**src/rtl/uart_bus_sequencer_pkg.sv**
```systemverilog
// uart_bus_sequencer_pkg: sequencer state codes, UART register map and control bit positions
package uart_bus_sequencer_pkg;
  typedef logic [2:0] sq_state_t;
  localparam sq_state_t SQIdle         = 3'd0;
  localparam sq_state_t SQStatusAddr   = 3'd1;
  localparam sq_state_t SQStatusSample = 3'd2;
  localparam sq_state_t SQRxAddr       = 3'd3;
  localparam sq_state_t SQRxSample     = 3'd4;
  localparam sq_state_t SQTxWrite      = 3'd5;
  localparam sq_state_t SQSettle       = 3'd6;
  localparam logic [2:0] UA_ADDR_CTRL = 3'd0;
  localparam logic [2:0] UA_ADDR_RX   = 3'd1;
  localparam logic [2:0] UA_ADDR_TX   = 3'd2;
  localparam int CTL_TX_BUSY = 0;
  localparam int CTL_RX_AVAL = 1;
endpackage

```
**src/rtl/uart_bus_sequencer_rr_arbiter.sv**
```systemverilog
// uart_bus_sequencer_rr_arbiter: combinational pick of the first request at or after ptr
module uart_bus_sequencer_rr_arbiter #(
  parameter int NUM_REQ = 4,
  parameter int IW = $clog2(NUM_REQ)
) (
  input  logic [NUM_REQ-1:0] req,
  input  logic [IW-1:0]      ptr,
  output logic [NUM_REQ-1:0] grant,
  output logic [IW-1:0]      idx
);
  logic [IW:0] s;
  // scan farthest-first so the nearest index to ptr overwrites and wins
  always_comb begin
    grant = '0;
    idx = '0;
    s = '0;
    for (int k = NUM_REQ - 1; k >= 0; k--) begin
      s = {1'b0, ptr} + (IW+1)'(k);
      if (s >= (IW+1)'(NUM_REQ)) s = s - (IW+1)'(NUM_REQ);
      if (req[s[IW-1:0]]) begin
        grant = '0;
        grant[s[IW-1:0]] = 1'b1;
        idx = s[IW-1:0];
      end
    end
  end
endmodule

```
**src/rtl/uart_bus_sequencer.sv**
```systemverilog
// uart_bus_sequencer: polls the UART, drains RX bytes and shares TX among requesters round-robin
module uart_bus_sequencer
  import uart_bus_sequencer_pkg::*;
#(
  parameter int NUM_REQ = 4,
  parameter int SETTLE_CYCLES = 2
) (
  input  logic                   clock,
  input  logic                   reset,
  input  logic [NUM_REQ-1:0]     tx_req,
  input  logic [8*NUM_REQ-1:0]   tx_data,
  output logic [NUM_REQ-1:0]     tx_ack,
  output logic                   rx_valid,
  output logic [7:0]             rx_data,
  input  logic                   rx_ready,
  output logic                   uart_cs,
  output logic                   uart_wr,
  output logic                   uart_rd_strobe,
  output logic [2:0]             uart_addr,
  output logic [7:0]             uart_wdata,
  input  logic [7:0]             uart_rdata,
  output logic                   busy
);
  localparam int IW = $clog2(NUM_REQ);
  localparam int CW = $clog2(SETTLE_CYCLES + 1);
  sq_state_t state_q, state_d;
  logic [IW-1:0] ptr_q, ptr_d, grant_q, grant_d, arb_idx;
  logic [NUM_REQ-1:0] gnt_oh_q, gnt_oh_d, arb_oh;
  logic [CW-1:0] cnt_q, cnt_d;
  logic rx_valid_q, rx_valid_d;
  logic [7:0] rx_data_q, rx_data_d;

  uart_bus_sequencer_rr_arbiter #(.NUM_REQ(NUM_REQ), .IW(IW)) u_arb (
    .req(tx_req),
    .ptr(ptr_q),
    .grant(arb_oh),
    .idx(arb_idx)
  );

  always_comb begin
    state_d = state_q;
    ptr_d = ptr_q;
    grant_d = grant_q;
    gnt_oh_d = gnt_oh_q;
    cnt_d = '0;
    rx_valid_d = (rx_valid_q && rx_ready) ? 1'b0 : rx_valid_q;
    rx_data_d = rx_data_q;
    case (state_q)
      SQIdle:         state_d = SQStatusAddr;
      SQStatusAddr:   state_d = SQStatusSample;
      SQStatusSample: begin
        if (uart_rdata[CTL_RX_AVAL] && !rx_valid_q) state_d = SQRxAddr;
        else if (!uart_rdata[CTL_TX_BUSY] && |tx_req) begin
          state_d = SQTxWrite;
          grant_d = arb_idx;
          gnt_oh_d = arb_oh;
        end
        // a status read also needs settle time before the next poll
        else state_d = SQSettle;
      end
      SQRxAddr:       state_d = SQRxSample;
      SQRxSample: begin
        rx_data_d = uart_rdata;
        rx_valid_d = 1'b1;
        state_d = SQSettle;
      end
      SQTxWrite: begin
        ptr_d = (grant_q == IW'(NUM_REQ - 1)) ? '0 : grant_q + 1'b1;
        state_d = SQSettle;
      end
      SQSettle: begin
        cnt_d = cnt_q + 1'b1;
        state_d = (cnt_q == CW'(SETTLE_CYCLES - 1)) ? SQIdle : SQSettle;
      end
      default:        state_d = SQIdle;
    endcase
  end

  always_ff @(posedge clock or negedge reset) begin
    if (!reset) begin
      state_q <= SQIdle;
      ptr_q <= '0;
      grant_q <= '0;
      gnt_oh_q <= '0;
      cnt_q <= '0;
      rx_valid_q <= 1'b0;
      rx_data_q <= '0;
    end else begin
      state_q <= state_d;
      ptr_q <= ptr_d;
      grant_q <= grant_d;
      gnt_oh_q <= gnt_oh_d;
      cnt_q <= cnt_d;
      rx_valid_q <= rx_valid_d;
      rx_data_q <= rx_data_d;
    end
  end

  // bus outputs decode straight from state so an async reset clears them at once
  assign busy = state_q != SQIdle;
  assign uart_cs = (state_q == SQIdle) || (state_q == SQSettle);
  assign uart_wr = state_q != SQTxWrite;
  assign uart_rd_strobe = (state_q == SQStatusAddr) || (state_q == SQRxAddr);
  assign uart_addr = (state_q == SQRxAddr || state_q == SQRxSample) ? UA_ADDR_RX :
                     (state_q == SQTxWrite) ? UA_ADDR_TX : UA_ADDR_CTRL;
  assign uart_wdata = (state_q == SQTxWrite) ? tx_data[{grant_q, 3'b000} +: 8] : 8'h00;
  assign tx_ack = (state_q == SQTxWrite) ? gnt_oh_q : '0;
  assign rx_valid = rx_valid_q;
  assign rx_data = rx_data_q;
endmodule

```
**config.mk**
```make
export PLATFORM = sky130hd
export DESIGN_NAME = uart_bus_sequencer
export DESIGN_NICKNAME = d
export VERILOG_FILES = /design/src/rtl/uart_bus_sequencer_pkg.sv /design/src/rtl/uart_bus_sequencer_rr_arbiter.sv /design/src/rtl/uart_bus_sequencer.sv
export SDC_FILE = /design/constraint.sdc
export NUM_CORES = 1
export LEC_CHECK = 0
export ABC_CLOCK_PERIOD_IN_PS = 2800
export CORE_UTILIZATION = 47
export DETAILED_ROUTE_END_ITERATION = 7
export DONT_BUFFER_PORTS = 1
export GPL_TIMING_DRIVEN = 0
export PLACE_DENSITY = 0.62
export SLEW_MARGIN = 15
export SYNTH_ARGS = -nofsm -noshare
export SYNTH_HDL_FRONTEND = slang
export SYNTH_HIERARCHICAL = 1
export SYNTH_SLANG_ARGS = --single-unit
```
**constraint.sdc**
```tcl
create_clock -name clock -period 2.8 [get_ports clock]
set_input_delay 0.42 -clock clock [delete_from_list [all_inputs] [get_ports clock]]
set_output_delay 0.42 -clock clock [all_outputs]
set_load 0.03 [all_outputs]
```
==> summary.txt, run 1 <==
Power and ir drop
  – Leak: 0.782 nW
  – VDD IR max: 0.000685 V
  – Pwr Density: 1230 nW/um2

CTS
  – Clock sink count: 22
  – Setup Fix Bufs, Post-CTS: 0
  – H-tree lvl count: 1
  – Clock Latency Late Sink: 0.26 ns
  – Cts bufs inserted: 3
  – CTS tree: built
  – CTS root buf: clkbuf_8
  – Clock buffer depth: 2
  – Clock Pin Slew Worst Setup and Hold Paths: 0.08 ns

Cells and area
  – # diodes: 0
  – Cell area after layout: 1900 um2
  – Register area: 552 um2
  – Most common cell after layout, fill and taps aside: dfrtp_1
  – Area grow syn2layout: 8.89%
  – Layout cell share with drive strength beyond 1: 0.345
  – Fillers: 321
  – Layout net count: 223
  – Commonest cells after routing, fill and taps aside: dfrtp_1, mux2_2, ha_1
  – Area of the multi-input gates: 1120 um2

Setup path
  – Worst setup EP type: register
  – Worst Path Required: 3.00 ns
  – Worst EP arrival: 2.86 ns
  – Setup CP Type: register to register
  – Startpoint types: register
  – Crit-path max FO: 8

Synth
  – EDFF count, synth: 0
  – Synth Flop Type: dfrtp_1
  – Async set or reset register ratio after synthesis: 1.00
  – Mapped Nets: 217
  – Synthesized area per cell: 10.9 um2
  – Post-Synthesis Cell Area: 1750 um2
  – Synth Register Bits: 22
  – Mapped Cells: 160
  – Cell variety after synth: 45
  – Register area share after synthesis: 0.315
  – Yosys warns: 6

Placement
  – Post-DP HPWL: 2.89 mm
  – GPL Wtd Cong: 0.778
  – DP Area: 1800 um2
  – Port bufs: 0

Floorplan
  – Die width: 62.9 um
  – Core ar.: 3440 um2
  – I/O pins: 75
  – Die height: 62.9 um
  – Num rows: 21
  – Initial Utilization: 0.507
  – Die ar.: 3960 um2

Drt
  – Vias per inst: 6.18
  – WL per Instance: 17.9 um
  – First drt pass iteration count: 4
  – DRC: 0
  – Antenna violation net count after detailed routing: 0
  – DR iter-0 viols: 109
  – Total wire length: 3.78 mm
  – Vias: 1304

Timing
  – Final period demand of the worst path: 2.66 ns
  – Max-slew violations: 0
  – Setup violators final: 0
  – Slew headroom: 0.458
  – Final hold viol count: 0
  – Slew @ Worst Pin: 0.805 ns
  – Peak Freq: 376 MHz
  – Setup Skew: 0.00244 ns
  – Hold WS: 0.117 ns
  – Setup TNS: 0 ns
  – Final worst path period share: 0.949
  – RSZ-0062 raised after global routing: no

Global routing
  – GR Util met2: 0.349
  – Grt total ovfl: 0
  – Largest net degree at the start of global routing: 23
  – Vias in the first global route: 1276
  – Initial antenna violation count: 0
  – Total track usage: 0.198
  – Gr busiest metal: met2
  – GR Util met1: 0.238
  – First-pass GRT wire length: 6.20 mm
  – Met3 usage: 0.0547

Run status
  – Outcome: complete, no violations

Job
  – Max cap viols: 0

Worst hold path
  – Hold Path Class: input pin to async pin
## state kept, by name, indices dropped and copies added (netlist names)
name / flops
cnt_q: 2
gnt_oh_q: 4
ptr_q: 2
rx_valid: 1
state_q: 3
rx_data: 8
grant_q: 2
## worst max-delay path, stage by stage (launching register included)
cell,delay [ns]
dfrtp_1,0.48
buf_6,0.18
inv_1,0.12
ha_1,0.33
buf_6,0.14
mux4_2,0.38
or4_1,0.55
a21o_1,0.18
o211ai_1,0.08
mux2_2,0.17
## synth_stat cells, types with 3 or more instances
| library cell | instances | area share |
|---|---|---|
| mux4_2 | 9 | 0.12 |
| ha_1 | 10 | 0.072 |
| and2_1 | 4 | 0.014 |
| mux2i_1 | 4 | 0.023 |
| buf_6 | 3 | 0.019 |
| nor2_1 | 9 | 0.019 |
| nand3b_1 | 3 | 0.013 |
| nand4_1 | 5 | 0.018 |
| dfrtp_1 | 22 | 0.32 |
| nand2_1 | 6 | 0.013 |
| a31oi_1 | 3 | 0.011 |
| o21ai_0 | 5 | 0.014 |
| mux2_2 | 17 | 0.11 |
| a22oi_1 | 3 | 0.013 |
| inv_1 | 7 | 0.015 |
| a21oi_1 | 3 | 0.0086 |
| nor2b_1 | 10 | 0.036 |
## metrics by stage
stage	power (W)	cells	setup slack, ns	util
6_report	0.00233	211	0.143	0.552
5_1_grt	0.00250	211	0.0492	0.552
4_1_cts	0.00234	211	0.0431	0.553
3_5_place_dp	0.00202	206	0.00788	0.524
3_3_place_gp	0.00197	206	0.0401	0.524
2_1_floorplan	0.00180	160	0.295	-
## report_power, final
part	internal, W	total [W]	switching, W
sequential	0.000467	0.000706	0.000239
combinational	0.000610	0.00134	0.000726
clock	0.000191	0.000293	0.000102
total	0.00127	0.00233	0.00107
## worst paths after layout
path	startpoint	to	slack [ns]	cells past startpoint
max	ptr_q[0]	gnt_oh_q[1]	0.14	9
min	reset	gnt_oh_q[3]	0.12	1
max reg2reg	ptr_q[0]	gnt_oh_q[1]	0.14	9
min reg2reg	cnt_q[0]	cnt_q[0]	0.44	1
max in group asynchronous	reset	ptr_q[1]	2.31	1
min in group clock	rx_ready	rx_valid	0.24	1
## what timing repair did
item / CTS / global route
endpoints found under the setup margin: 7 / 8
pin swaps: 0 / 0
hold endpoints to repair: 22 / 0
hold buffers: 1 / 0
resized for setup: 8 / 4
## layout make-up
class,instances,share of cell area
plain buffers,10,0.0382
clock buffers,3,0.0217
clock inverters,1,0.0158
inverters,7,0.0138
multi-input cells,121,0.587
flip-flops and latches,22,0.290
well taps,46,0.0303
repair buffers,1,0.00263
## cell families (layout without fill, tap and decap cells)
kind of cell,after synthesis,count (layout),share of synthesized area
simple gates,52,52,0.187
xor+xnor,1,1,0.00502
flops,22,22,0.315
buf+inv,17,22,0.0552
mux,31,31,0.264
fa+ha+maj,10,10,0.0717
compound gates,26,26,0.0996
other cells,1,1,0.00215
## per-layer routing
metal | vias up | routed length (um)
met5 | - | 0
met4 | 0 | 29
met3 | 4 | 317
met2 | 65 | 1930
met1 | 633 | 1500
li1 | 602 | -
(Power assumes the default switching activity.)
==> run 2, diff against run 1 <==
==> constraint.sdc (replaced) <==
create_clock -name clock -period 2.8 [get_ports clock]
set_input_delay 0 -clock clock [delete_from_list [all_inputs] [get_ports clock]]
set_output_delay 0 -clock clock [all_outputs]
set_load 0.03 [all_outputs]
==> summary.txt, run 2 (synthesis gave the netlist of run 1 again) <==
Placement
  – Post-DP HPWL: 2.89 mm (unchanged)
  – Inst Count DP: 206 (unchanged)
  – Pre-CTS setup slack: 0.117 ns (+0.109 ns)
  – GPL Wtd Cong: 0.778 (unchanged)
  – Port bufs: 0 (unchanged)

Timing
  – Final worst path period share: 0.946 (-0.00337)
  – Setup violators final: 0 (unchanged)
  – RSZ-0062 raised after global routing: yes
  – Max-slew violations: 0 (unchanged)
  – Slew @ Worst Pin: 0.806 ns (+0.00106 ns)
  – Final hold viol count: 0 (unchanged)
  – Slew headroom: 0.458 (-0.000714)
  – Peak Freq: 378 MHz (+0.36%)
  – Final period demand of the worst path: 2.65 ns (-0.00945 ns)
  – Slack of the critical path: 0.152 ns (+0.00945 ns)
  – Setup Skew: 0.00287 ns (+0.000429 ns)

Power and ir drop
  – Sw frac: 0.456 (-0.00127)
  – Pwr Density: 1180 nW/um2 (-4.3%)
  – Comb pwr share: 0.571 (about the same)
  – Power Internal: 0.00127 W (about the same)
  – Clock share of power: 0.125 (about the same)
  – Net Sw Power: 0.00106 W (-0.58%)
  – VDD IR max: 0.000701 V (+2.3%)
  – Sequential Power Share: 0.303 (about the same)
  – Leak: 0.811 nW (+3.7%)

Drt
  – Total wire length: 3.84 mm (+1.7%)
  – Vias per inst: 5.94 (-3.9%)
  – DR iter-0 viols: 111 (+1.8%)
  – First drt pass iteration count: 4 (unchanged)
  – Vias: 1313 (+0.69%)
  – DRC: 0 (unchanged)
  – WL per Instance: 17.4 um (-2.9%)
  – Antenna violation net count after detailed routing: 0 (unchanged)

Floorplan
  – Die width: 62.9 um (unchanged)
  – Die height: 62.9 um (unchanged)
  – Num rows: 21 (unchanged)
  – Initial Utilization: 0.507 (unchanged)
  – I/O pins: 75 (unchanged)
  – Core ar.: 3440 um2 (unchanged)
  – Die ar.: 3960 um2 (unchanged)

Cells and area
  – Layout cell share with drive strength beyond 1: 0.274 (-0.0712)
  – # diodes: 0 (unchanged)
  – Finished Layout Cells: 221 (+4.7%)
  – Max reg flops: 8 (unchanged)
  – Commonest cells after routing, fill and taps aside: dfrtp_1, mux2_2, nor2b_1, ha_1, dlygate4sd3_1
  – Most common cell after layout, fill and taps aside: dfrtp_1
  – Fillers: 312 (-2.8%)
  – Area grow syn2layout: 13.5%
  – Layout net count: 233 (+4.5%)

Setup path
  – Worst EP arrival: 2.65 ns (-0.21 ns)
  – Setup CP Type: register to output pin
  – CP Cell Sequence: buf_4 > inv_1 > and3_2 > clkbuf_1 > inv_1 > clkbuf_1 > nor2b_1
  – Startpoint types: register
  – Worst Path Required: 2.80 ns (-0.20 ns)
  – Slowest-stage cell, CP: nor2b_1
  – Largest stage delay on the critical path: 0.59 ns (+0.04 ns)
  – Crit-path max FO: 10 (+2)
  – Worst setup EP type: output pin

CTS
  – H-tree lvl count: 1 (unchanged)
  – CTS root buf: clkbuf_8
  – Clock buffer depth: 2 (unchanged)
  – Clock sink count: 22 (unchanged)
  – CTS tree: built
  – Setup Fix Bufs, Post-CTS: 0 (unchanged)
  – Clock Pin Slew Worst Setup and Hold Paths: 0.08 ns (about the same)
  – Cts bufs inserted: 3 (unchanged)
  – Clock Latency Late Sink: 0.26 ns (about the same)

Global routing
  – First-pass GRT wire length: 6.42 mm (+3.5%)
  – Grt total ovfl: 0 (unchanged)
  – Largest net degree at the start of global routing: 23 (unchanged)
  – Initial antenna violation count: 0 (unchanged)
  – Total track usage: 0.205 (+0.00663)
  – Vias in the first global route: 1325 (+3.8%)

Job
  – Max cap viols: 0 (unchanged)

Run status
  – Outcome: complete, no violations

Worst hold path
  – Hold Path Class: input pin to register
==> run 2: changes by cell type in the layout (fill, tap and decap cells not counted) <==
| cell | previous run | this run |
|---|---|---|
| nor2b_1 | 3 | 10 |
| dlygate4sd3_1 | 0 | 10 |
| clkbuf_1 | 0 | 2 |
| clkbuf_2 | 2 | 0 |
| nor2b_2 | 7 | 0 |
==> run 2: cell type report <==
type | instances | area, um2 | area share
Tap cell | 46 | 57.6 | 0.0291
Timing Repair Buffer | 11 | 105 | 0.0531
Clock buffer | 3 | 41.3 | 0.0208
Multi-Input combinational cell | 121 | 1100 | 0.555
Buffer | 10 | 70.1 | 0.0354
Clock inverter | 1 | 30.0 | 0.0152
Sequential cell | 22 | 552 | 0.279
Inverter | 7 | 26.3 | 0.0133
==> run 2: per-layer routing <==
layer  GRT usage  wire (um)
met3      0.0566        271
met5           0          0
met2       0.364       2000
met1       0.244       1540
met4      0.0436         29
==> run 2: power by group through the flow <==
stage | sequential, W | combinational [W] | clock [W]
final | 0.000706 | 0.00133 | 0.000292
after global routing | 0.000730 | 0.00146 | 0.000313
after CTS | 0.000707 | 0.00133 | 0.000299
after detailed placement | 0.000714 | 0.00131 | 0
after global placement | 0.000707 | 0.00126 | 0
after floorplan | 0.000683 | 0.00112 | 0
==> run 2: worst max-delay path, delay by kind of cell, from the launching register on <==
| kind | cells | cell delay [ns] |
|---|---|---|
| simple gates | 2 | 0.77 |
| flops | 1 | 0.36 |
| buf+inv | 5 | 1.25 |
==> run 2: what timing repair did <==
action	in CTS	in global routing
gates resized for setup	0	1
setup endpoints to repair	0	4
hold endpoints to repair	33	22
hold buffers	10	1
==> run 2: path summary, 6_finish.rpt <==
check,start,endpoint,slack [ns],cells after the start
min in group asynchronous,reset,gnt_oh_q[3],0.26,2
worst max-delay path,state_q[1],uart_wdata[3],0.15,7
max in group asynchronous,reset,ptr_q[1],2.17,2
worst min register to register,cnt_q[0],cnt_q[0],0.44,1
worst min-delay path,uart_rdata[0],grant_q[1],0.03,2
worst max register to register,ptr_q[0],gnt_oh_q[1],0.16,9
==> run 2: per-stage QoR <==
| stage | total power, W | util | setup TNS (ns) | cell area [um2] | hold WS, ns |
|---|---|---|---|---|---|
| floorplan | 0.00180 | - | 0 | 1750 | -0.296 |
| global placement | 0.00197 | 0.524 | 0 | 1800 | -0.295 |
| detailed placement | 0.00202 | 0.524 | 0 | 1800 | -0.295 |
| CTS | 0.00233 | 0.574 | 0 | 1970 | 0.0279 |
| global route | 0.00250 | 0.575 | -0.0740 | 1980 | 0.0277 |
| finish | 0.00233 | 0.575 | 0 | 1980 | 0.0341 |
==> run 3, diff against run 2 <==
CORE_ASPECT_RATIO = 1.1   (was not set)
==> summary.txt, run 3 (synthesis gave the netlist of run 1 again) <==
Drt
  – Vias: 1324 (+0.84%)
  – Wire length on met2: 1.95 mm (-2.8%)
  – Vias per inst: 5.91 (-0.51%)
  – DRC: 0 (unchanged)
  – WL per Instance: 16.4 um (-5.7%)
  – Top layer in use: met4
  – Total wire length: 3.67 mm (-4.5%)
  – Met1 Wirelength: 1.50 mm (-2.6%)
  – First drt pass iteration count: 4 (unchanged)
  – DR iter-0 viols: 35 (-68%)
  – Met3 wire len: 163 um (-40%)
  – Antenna violation net count after detailed routing: 0 (unchanged)

Setup path
  – Crit-path max FO: 10 (unchanged)
  – Flop2flop setup slack: 0.15 ns (about the same)
  – CP Cell Sequence: buf_4 > inv_1 > and3_2 > clkbuf_1 > inv_1 > clkbuf_1 > nor2b_1
  – Setup CP Type: register to output pin
  – Worst setup EP type: output pin
  – Worst EP arrival: 2.72 ns (+0.07 ns)
  – R2R depth: 9 (unchanged)
  – RR Endpoint: gnt_oh_q[1]
  – Worst Path Required: 2.80 ns (about the same)
  – Startpoint types: register
  – Worst r2r src: ptr_q[0]
  – Slowest-stage cell, CP: nor2b_1
  – Largest stage delay on the critical path: 0.60 ns (about the same)

Run status
  – Outcome: complete, no violations

Cells and area
  – Commonest cells after routing, fill and taps aside: dfrtp_1, mux2_2, dlygate4sd3_1
  – Cell area after layout: 1980 um2 (unchanged)
  – # diodes: 0 (unchanged)
  – Layout cell share with drive strength beyond 1: 0.273 (-0.00156)
  – Fillers: 308 (-1.3%)
  – Area grow syn2layout: 13.5% (unchanged)
  – Max reg flops: 8 (unchanged)
  – Most common cell after layout, fill and taps aside: dfrtp_1
  – Layout net count: 234 (+0.43%)

Timing
  – Final worst path period share: 0.971 (+0.0255)
  – RSZ-0062 raised after global routing: yes
  – Final period demand of the worst path: 2.72 ns (+0.0714 ns)
  – Peak Freq: 368 MHz (-2.6%)
  – Max-slew violations: 0 (unchanged)
  – Slew @ Worst Pin: 0.974 ns (+0.168 ns)
  – Slew headroom: 0.349 (-0.109)
  – Setup violators final: 0 (unchanged)
  – Setup TNS: 0 ns (unchanged)
  – Final hold viol count: 0 (unchanged)
  – Setup Skew: 0.00119 ns (-0.00168 ns)
  – Hold WS: 0.0627 ns (+0.0286 ns)

Floorplan
  – Core ar.: 3440 um2 (about the same)
  – Die width: 60.1 um (-4.5%)
  – Die ar.: 3960 um2 (about the same)
  – I/O pins: 75 (unchanged)
  – Num rows: 22 (+4.8%)
  – Initial Utilization: 0.507 (about the same)
  – Die height: 65.9 um (+4.7%)

Worst hold path
  – WHS Path Cells: 3 (+1)
  – Hold Path Class: input pin to register
  – Worst hold start: tx_req[3]
  – Hold EP: state_q[1]

CTS
  – Cts bufs inserted: 3 (unchanged)
  – Clock buffer depth: 2 (unchanged)
  – Setup Fix Bufs, Post-CTS: 0 (unchanged)
  – Clock sink count: 22 (unchanged)
  – Clock Pin Slew Worst Setup and Hold Paths: 0.12 ns (+0.04 ns)
  – Clock Latency Late Sink: 0.31 ns (+0.05 ns)
  – CTS tree: built
  – H-tree lvl count: 1 (unchanged)
  – CTS root buf: clkbuf_4

Power and ir drop
  – Leak: 0.809 nW (-0.26%)
  – VDD IR max: 0.000579 V (-17%)
  – Pwr Density: 1150 nW/um2 (-2.3%)

Global routing
  – Initial antenna violation count: 0 (unchanged)
  – First-pass GRT wire length: 5.55 mm (-14%)
  – Vias in the first global route: 1211 (-8.6%)
  – Largest net degree at the start of global routing: 23 (unchanged)
  – Total track usage: 0.189 (-0.0158)
  – Grt total ovfl: 0 (unchanged)

Placement
  – Post-DP HPWL: 2.75 mm (-4.7%)
  – DP Area: 1810 um2 (+0.14%)
  – Port bufs: 0 (unchanged)
  – GPL Wtd Cong: 0.786 (+0.98%)

Job
  – Max cap viols: 0 (unchanged)
run 3: metrics by stage:
stage / cells / power [W] / setup WS (ns) / util
2_1_floorplan: 160 / 0.00180 / 0.413 / -
3_3_place_gp: 208 / 0.00199 / 0.0854 / 0.525
3_5_place_dp: 208 / 0.00202 / 0.0895 / 0.525
4_1_cts: 224 / 0.00229 / 0.0349 / 0.575
5_1_grt: 224 / 0.00244 / -0.131 / 0.576
6_report: 224 / 0.00227 / 0.0810 / 0.576
run 3: timing repair:
| action | in CTS | in global routing |
|---|---|---|
| resized for setup | 0 | 2 |
| endpoints found under the setup margin | 0 | 8 |
| hold buffers | 12 | 0 |
| hold endpoints to repair | 39 | 0 |
run 3: report_power, final:
part	switching (W)	internal [W]	total (W)
Combinational	0.000712	0.000607	0.00132
Clock	0.0000962	0.000145	0.000241
Sequential	0.000245	0.000468	0.000713
Total	0.00105	0.00122	0.00227
run 3: how the worst max path moves through the flow:
stage               startpoint            end  cells after the start
detailed placement    ptr_q[1]    gnt_oh_q[1]                      8
global route        state_q[1]  uart_wdata[0]                      7
floorplan             ptr_q[0]    gnt_oh_q[1]                      9
global placement      ptr_q[1]    gnt_oh_q[1]                      8
finish              state_q[1]  uart_wdata[6]                      7
CTS                 state_q[1]  uart_wdata[5]                      7
run 3: metal layers:
metal / vias to the layer above / global-route usage
met1: 649 / 0.246
li1: 627 / -
met5: - / 0
met3: 6 / 0.0313
met2: 42 / 0.313
met4: 0 / 0.0669
run 3: critical path: cells and delay by family (launching register included):
kind,cells,cell delay (ns)
and+or+nand+nor,2,0.78
buffers and inverters,5,1.25
DFF,1,0.39
run 3: area by class of cell:
cell class,count,area (um2),area share
repair buffers,12,120,0.0606
flip-flops and latches,22,553,0.279
plain buffers,10,70.1,0.0354
clock inverters,1,30.0,0.0152
clock buffers,3,22.5,0.0114
inverters,7,26.3,0.0133
well taps,48,60.1,0.0303
multi-input cells,121,1100,0.555
